$ cat src/rtl/offchip_link_arb.sv
// Two-requester arbiter feeding an off-chip serializer with credit-based flow control.
// Grants alternate on contention with a per-grant burst limit; credits are reserved at accept.
module offchip_link_arb #(
  parameter int CREDITS   = 8,
  parameter int MAX_BURST = 4
) (
  input  logic       clk,
  input  logic       rst,
  input  logic       req0_valid,
  input  logic [7:0] req0_data,
  output logic       req0_ready,
  input  logic       req1_valid,
  input  logic [7:0] req1_data,
  output logic       req1_ready,
  output logic [7:0] out_data,
  output logic       out_valid,
  input  logic       out_ready,
  input  logic       credit_ret,
  output logic [4:0] credit_cnt,
  output logic       grant_id,
  output logic       busy,
  output logic       err
);

  localparam logic [1:0] IDLE = 2'd0;
  localparam logic [1:0] G0   = 2'd1;
  localparam logic [1:0] G1   = 2'd2;

  localparam logic [4:0] CRED_MAX  = 5'(CREDITS);
  localparam logic [3:0] BURST_MAX = 4'(MAX_BURST);

  logic [1:0] state_q, state_d;
  logic [3:0] burst_q, burst_d;
  logic       last_id_q, last_id_d;
  logic       out_valid_q, out_valid_d;
  logic [7:0] out_data_q, out_data_d;
  logic [4:0] credit_q, credit_d;
  logic       err_q, err_d;

  logic       can_take;
  logic       acc0, acc1, acc;
  logic [3:0] burst_acc;

  assign can_take   = (credit_q >= 5'd2) && (!out_valid_q || out_ready);
  assign req0_ready = (state_q == G0) && can_take;
  assign req1_ready = (state_q == G1) && can_take;
  assign acc0       = req0_valid && req0_ready;
  assign acc1       = req1_valid && req1_ready;
  assign acc        = acc0 || acc1;

  // Burst count including this edge's acceptance, so the limit byte still goes out before the switch.
  assign burst_acc = (acc && (burst_q != BURST_MAX)) ? burst_q + 4'd1 : burst_q;

  always_comb begin
    state_d = state_q;
    burst_d = burst_acc;
    unique case (state_q)
      IDLE: begin
        burst_d = '0;
        if (req0_valid && req1_valid) state_d = last_id_q ? G0 : G1;
        else if (req0_valid)          state_d = G0;
        else if (req1_valid)          state_d = G1;
      end
      G0: begin
        if (req1_valid && (!req0_valid || burst_acc == BURST_MAX)) begin
          state_d = G1;
          burst_d = '0;
        end else if (!req0_valid && !req1_valid) begin
          state_d = IDLE;
          burst_d = '0;
        end
      end
      G1: begin
        if (req0_valid && (!req1_valid || burst_acc == BURST_MAX)) begin
          state_d = G0;
          burst_d = '0;
        end else if (!req0_valid && !req1_valid) begin
          state_d = IDLE;
          burst_d = '0;
        end
      end
      default: begin
        state_d = IDLE;
        burst_d = '0;
      end
    endcase
  end

  always_comb begin
    last_id_d   = last_id_q;
    out_valid_d = out_valid_q;
    out_data_d  = out_data_q;
    if (acc) begin
      last_id_d   = acc1;
      out_valid_d = 1'b1;
      out_data_d  = acc1 ? req1_data : req0_data;
    end else if (out_valid_q && out_ready) begin
      out_valid_d = 1'b0;
    end
  end

  always_comb begin
    credit_d = credit_q;
    err_d    = err_q;
    if (acc && !credit_ret) begin
      credit_d = credit_q - 5'd2;
    end else if (!acc && credit_ret) begin
      // A return with the pool already full is a protocol error; the count clamps.
      if (credit_q >= CRED_MAX) begin
        credit_d = CRED_MAX;
        err_d    = 1'b1;
      end else begin
        credit_d = credit_q + 5'd2;
      end
    end
  end

  always_ff @(posedge clk or negedge rst) begin
    if (!rst) begin
      state_q     <= IDLE;
      burst_q     <= '0;
      last_id_q   <= 1'b1;
      out_valid_q <= 1'b0;
      out_data_q  <= '0;
      credit_q    <= CRED_MAX;
      err_q       <= 1'b0;
    end else begin
      state_q     <= state_d;
      burst_q     <= burst_d;
      last_id_q   <= last_id_d;
      out_valid_q <= out_valid_d;
      out_data_q  <= out_data_d;
      credit_q    <= credit_d;
      err_q       <= err_d;
    end
  end

  assign out_data   = out_data_q;
  assign out_valid  = out_valid_q;
  assign credit_cnt = credit_q;
  assign grant_id   = (state_q == G1);
  assign busy       = (state_q != IDLE);
  assign err        = err_q;

endmodule

$ cat config.mk
export PLATFORM = sky130hd
export DESIGN_NAME = offchip_link_arb
export DESIGN_NICKNAME = d
export VERILOG_FILES = /design/src/rtl/offchip_link_arb.sv
export SDC_FILE = /design/constraint.sdc
export NUM_CORES = 1
export LEC_CHECK = 0
export ABC_AREA = 1
export BUFFER_PORTS_ARGS = -buffer_cell sky130_fd_sc_hd__clkbuf_2
export CORE_AREA = 2 2 56 58
export CTS_CLUSTER_DIAMETER = 50
export DETAILED_ROUTE_END_ITERATION = 8
export DIE_AREA = 0 0 58 60
export GPL_TIMING_DRIVEN = 0
export PLACE_DENSITY = 0.77
export SYNTH_ARGS = -nofsm -noshare
export SYNTH_HDL_FRONTEND = slang
export SYNTH_SLANG_ARGS = --single-unit
$ cat constraint.sdc
create_clock -name clk -period 3.3 [get_ports clk]
set_clock_uncertainty 0.1 [all_clocks]
set_input_delay 0.165 -clock clk [delete_from_list [all_inputs] [get_ports clk]]
set_output_delay 0.165 -clock clk [all_outputs]
set_load 0.01 [all_outputs]
After elaboration in Yosys (flattened, before gate mapping)

Index checks and enable logic that the tools add are counted.

Register bits after elaboration: 22
Input bits: 22
Output and inout bits: 19
Word-level logic and storage cells: 64

Add/subtract/negate cells: 3
Magnitude comparators: 2
Equal/unequal tests: 5
Mux-type cells: 19
Bitwise gates (word level): 1
Reductions and logical operators: 27

Operators with widths:

| cell                | count |
|---|---|
| $mux 4              | 4 |
| $mux 5              | 3 |
| $mux 2              | 7 |
| $logic_and 1x1->1   | 13 |
| $mux 8              | 1 |
| $pmux 4 s2          | 1 |
| $pmux 2 s3          | 1 |
| $reduce_bool 2->1   | 3 |
| $add 5x2->5 const B | 1 |
| $ge 5x2->1 const B  | 1 |
| $ge 5x4->1 const B  | 1 |
| $logic_not 1->1     | 5 |
| $sub 5x2->5 const B | 1 |
| $add 4x1->4 const B | 1 |
| $eq 4x3->1 const B  | 1 |
| $logic_or 1x1->1    | 4 |
| $ne 4x3->1 const B  | 1 |
| $ne 4x4->1 const B  | 1 |
| $reduce_and 3->1    | 1 |
| $eq 2x1->1 const B  | 1 |
| $eq 2x2->1 const B  | 1 |
| $logic_not 2->1     | 1 |
| $mux 1              | 2 |
| $not 1->1           | 1 |

Logic depth before layout (Yosys ltp)

Depth in word-level cells: 13
Depth in mapped cells: 19
Gate-level depth less buffers: 19

Least setup slack after synthesis

Ideal clock, no wire load.

Path type: reg2reg
Start point: register state_q[0]
End point: register credit_q[4], in the netlist credit_cnt[4]
Library setup time: 0.094 ns
Arrival time: 2.198 ns
Required time: 3.106 ns
Setup slack: 0.909 ns
Stages on the path, launching flop included: 11
Path buffers: 2
Clock period less this slack: 2.391 ns
Cells stage by stage: dfrtp_1 -> inv_1 -> ha_1 -> buf_4 -> nand4_2 -> nand2_4 -> clkbuf_1 -> ha_1 -> nor2_1 -> a21oi_1 -> a211oi_1

Longest elaborated chain between the ends: 7
Elaborated cells between the ends (all ways): 12
Those cells by class: 2 x eq/ne; 1 x mux; 9 x reduce/logical

Ends and longest elaborated chain:

| item                        | RTL line | source |
|---|---|---|
| start: declaration          | 32       | `logic [1:0] state_q, state_d;` |
| start signal: assignment    | 128      | `state_q <= state_d;` |
| $eq 2x2->1 *                | -        |  |
| named net grant_id          | 20       | `output logic grant_id,` |
| $logic_and 1x1->1 *         | 46       | `assign req1_ready = (state_q == G1) && can_take;` |
| $logic_and 1x1->1 *         | 48       | `assign acc1 = req1_valid && req1_ready;` |
| $logic_or 1x1->1 *          | 49       | `assign acc = acc0 \|\| acc1;` |
| named net acc               | 41       | `logic acc0, acc1, acc;` |
| $logic_not 1->1             | 107      | `end else if (!acc && credit_ret) begin` |
| $logic_and 1x1->1           | 107      |  |
| $reduce_bool 2->1 (no line) | -        |  |
| end signal: assignment      | 133      | `credit_q <= credit_d;` |
| end: declaration            | 37       | `logic [4:0] credit_q, credit_d;` |

The timed path passes the listed nets; every way through them passes the cells marked *.
A chain may end at the register's enable or synchronous reset.

Final worst setup path

Start point: register credit_q[1], in the netlist credit_cnt[1]
End point: register credit_q[4], in the netlist credit_cnt[4]

Longest elaborated chain between the ends: 8
Elaborated cells between the ends (all ways): 17
Those cells by class: 2 x add/sub; 2 x order compare; 3 x mux; 10 x reduce/logical

Ends and longest elaborated chain:

| item                                 | RTL line | source |
|---|---|---|
| $ge 5x2->1 *                         | 44       | `assign can_take = (credit_q >= 5'd2) && (!out_valid_q \|\| out_ready);` |
| $logic_and 1x1->1 *                  | 44       |  |
| $logic_and 1x1->1 (on tied branches) | 45, 46   |  |
| $logic_and 1x1->1 (on tied branches) | 47, 48   |  |
| $logic_or 1x1->1 *                   | 49       |  |
| named net acc                        | 41       |  |
| $logic_not 1->1                      | 107      |  |
| $logic_and 1x1->1                    | 107      |  |
| $reduce_bool 2->1 (no line)          | -        |  |

The timed path passes the listed nets; every way through them passes the cells marked *. The select of a mux whose other input is x is not followed.

==> reports/qor.yml <==
min_to: "out_data[4]"
die_x_um: 58
cts.sinks: 21
grt_max_degree: 22
yosys_warnings: 0
grt_overflow_total: 0
synthArstFlopShare_pct: 100
relSlewSlack_pct: 61.1
ys_seq_elements: 21
peakVddDrop_v: 0.000427
via_per_inst: 4.99
grt_pass1_vias: 1184
yosysTopAreaCell: "dfrtp_1"
htreeDepth: 1
cts_tree: "built"
cts_buffers: 3
whs_ns: 0.00144
start_util_pct: 48.7
setup_viol: 0
synthCells: 188
syn-cell-area_um2: 1410
max_freq_mhz: 360
reg2reg_to: "credit_cnt[4]"
antenna_found_initial: 0
drt_iter0_markers: 93
end_kind: "flop"
totalNegativeSetupSlack_ns: 0
critical_path_class: "reg -> reg"
synth_top_area_share_pct: 33.6
hp-start: "req1_data[4]"
ioPinCount: 41
dp_hpwl_um: 2330
clk_latency_ns: 0.31
gr-usage-all-layers_pct: 19.4
use_met2_pct: 33.1
fp.dieH_um: 60
status: "completed"
power_density_nw_per_um2: 743
hold_viol_final: 0
synth_area_per_cell_um2: 7.52
critPathRequiredTime_ns: 3.43
root_buffer: "clkbuf_4"
die_area_um2: 3480
layout-drive-gt1-share_pct: 26.4
min_path_type: "in -> reg"
dr_total_vias: 1357
r2r_start: "credit_cnt[1]"
reg2reg_slack_ns: 0.52
synth_ff_type: "dfrtp_1"
nNetsFinal: 273
fin_crit_ns: 2.78
grt_pass1_wl_um: 5150
critPathLaunchType: "flop"
power_mw: 1.31
clockBufferDepth: 2
utilization_pct: 60.5
grt-busiest-layer: "met2"
tightest_slew_ns: 0.582
grt_setup_unrepaired: "false"
cp_max_fo: 10
slew_violations: 0
r2r_cells: 12
yosys.cell_types.count: 27
wl_um: 3140
synth_edf_count: 0
met1_usage_pct: 25.4
routabilityCongestion: 0.774
wl_per_cell_um: 11.5
cp.arrival_ns: 2.91
numPortBuffers: 39
area_delta_synth_final_pct: 24.2
n_antenna_cell: 0
seq_area_frac_synth_pct: 37.3
drc_errors: 0
drtAntennaViolNets: 0
clk_pin_slew_ns: 0.11
use_met3_pct: 3.03
rows: 20
syn_nets: 221
max-cap-violations: 0
synthTopCellsByArea: "dfrtp_1, ha_1, nand3_1"
timing.final.crit_share_pct: 84.1
core_um2: 2900
hold_depth: 3
leakagePower_nw: 0.919
dr.pass1.iters: 5
## critical path, stage by stage (launching register included)
cell,delay (ns)
dfrtp_1,0.43
inv_1,0.07
ha_1,0.21
inv_1,0.07
nor2_1,0.05
nand2_2,0.08
nand4_2,0.23
nand2_4,0.19
clkbuf_1,0.40
ha_1,0.38
nor2_1,0.17
a21oi_1,0.08
a211oi_1,0.22
## power breakdown
group | switching [mW] | internal, mW | leakage, nW | total [mW]
Sequential | 0.0665 | 0.362 | 0.256 | 0.429
Combinational | 0.473 | 0.276 | 0.647 | 0.749
Clock | 0.0802 | 0.0473 | 0.0150 | 0.128
Total | 0.620 | 0.686 | 0.919 | 1.31
## stage by stage
| step | setup slack (ns) | instance area (um^2) | instances |
|---|---|---|---|
| 2_1_floorplan | 0.909 | 1410 | 188 |
| 3_3_place_gp | 0.570 | 1650 | 260 |
| 3_5_place_dp | 0.507 | 1650 | 260 |
| 4_1_cts | 0.485 | 1740 | 270 |
| 5_1_grt | 0.187 | 1760 | 272 |
| 6_report | 0.523 | 1760 | 272 |
## sequential cells by signal, indices dropped and copies added (netlist names)
signal / flops
last_id_q: 1
out_valid: 1
state_q: 2
burst_q: 4
out_data: 8
credit_cnt: 4
err: 1
## cells by family after synthesis
group           after synthesis  synth area share, %
compound gates               32                 12.7
xor+xnor                      2                 1.24
fa+ha+maj                    11                 9.73
buf+inv                      31                 8.85
flops                        21                 37.3
other cells                   1                0.265
simple gates                 90                 29.9
## worst max path at each step
stage,start,to,slack [ns],cells past startpoint
global route,credit_cnt[1],credit_cnt[4],0.19,12
global placement,credit_cnt[1],credit_cnt[4],0.57,12
floorplan,state_q[0],credit_cnt[4],0.91,10
finish,credit_cnt[1],credit_cnt[4],0.52,12
detailed placement,state_q[1],credit_cnt[4],0.51,10
CTS,state_q[1],credit_cnt[4],0.48,10
## what timing repair did
action,4_1_cts,5_1_grt
gates resized for setup,0,0
endpoints found under the hold margin,24,2
hold buffers,6,2
buffers inserted,0,0
## cell usage after synthesis (2+ instances only)
| cell | count |
|---|---|
| o21ai_2 | 2 |
| nor2_1 | 22 |
| nand4_2 | 2 |
| buf_4 | 2 |
| dfrtp_1 | 19 |
| nand3_1 | 27 |
| inv_2 | 2 |
| inv_1 | 24 |
| dfstp_2 | 2 |
| a21oi_1 | 15 |
| o21ai_0 | 11 |
| nand2_2 | 8 |
| ha_1 | 11 |
| nand2_1 | 27 |
| clkbuf_1 | 2 |
## cells in the final DEF, fill, tap and decap left out
| master | instances |
|---|---|
| nand2_2 | 8 |
| dfstp_2 | 2 |
| inv_1 | 24 |
| nand2_1 | 27 |
| clkbuf_1 | 3 |
| clkbuf_2 | 39 |
| xnor2_1 | 1 |
| o21ai_2 | 2 |
| buf_4 | 2 |
| a21o_1 | 1 |
| clkbuf_4 | 3 |
| conb_1 | 1 |
| a21oi_1 | 15 |
| o211ai_1 | 1 |
| dlygate4sd3_1 | 8 |
| xor2_1 | 1 |
| and3_1 | 1 |
| a32oi_1 | 1 |
| nor3_1 | 1 |
| nand4_2 | 2 |
| nand2_4 | 1 |
| o21ai_0 | 11 |
| nor2_1 | 22 |
| nor2_2 | 1 |
| inv_2 | 2 |
| a211oi_1 | 1 |
| dfrtp_1 | 19 |
| buf_2 | 1 |
| ha_1 | 11 |
| nand3_1 | 27 |
## routing by layer
metal  routed length (um)  share of wire (%)  vias to the layer above
met5                    0                  0                        -
met1                 1440                 46                      598
met3                  155                4.9                        3
met2                 1510                 48                       43
met4                   25               0.80                        0
li1                     -                  -                      713
## area by class of cell
| type | instances | area [um^2] |
|---|---|---|
| buffer | 5 | 27.5 |
| clock buffer | 4 | 26.3 |
| fill | 274 | 1150 |
| inverter | 26 | 97.6 |
| multi-input combinational | 136 | 761 |
| sequential | 21 | 528 |
| tap | 33 | 41.3 |
| timing repair buffer | 47 | 275 |
Power figures use the tool's default switching activity.
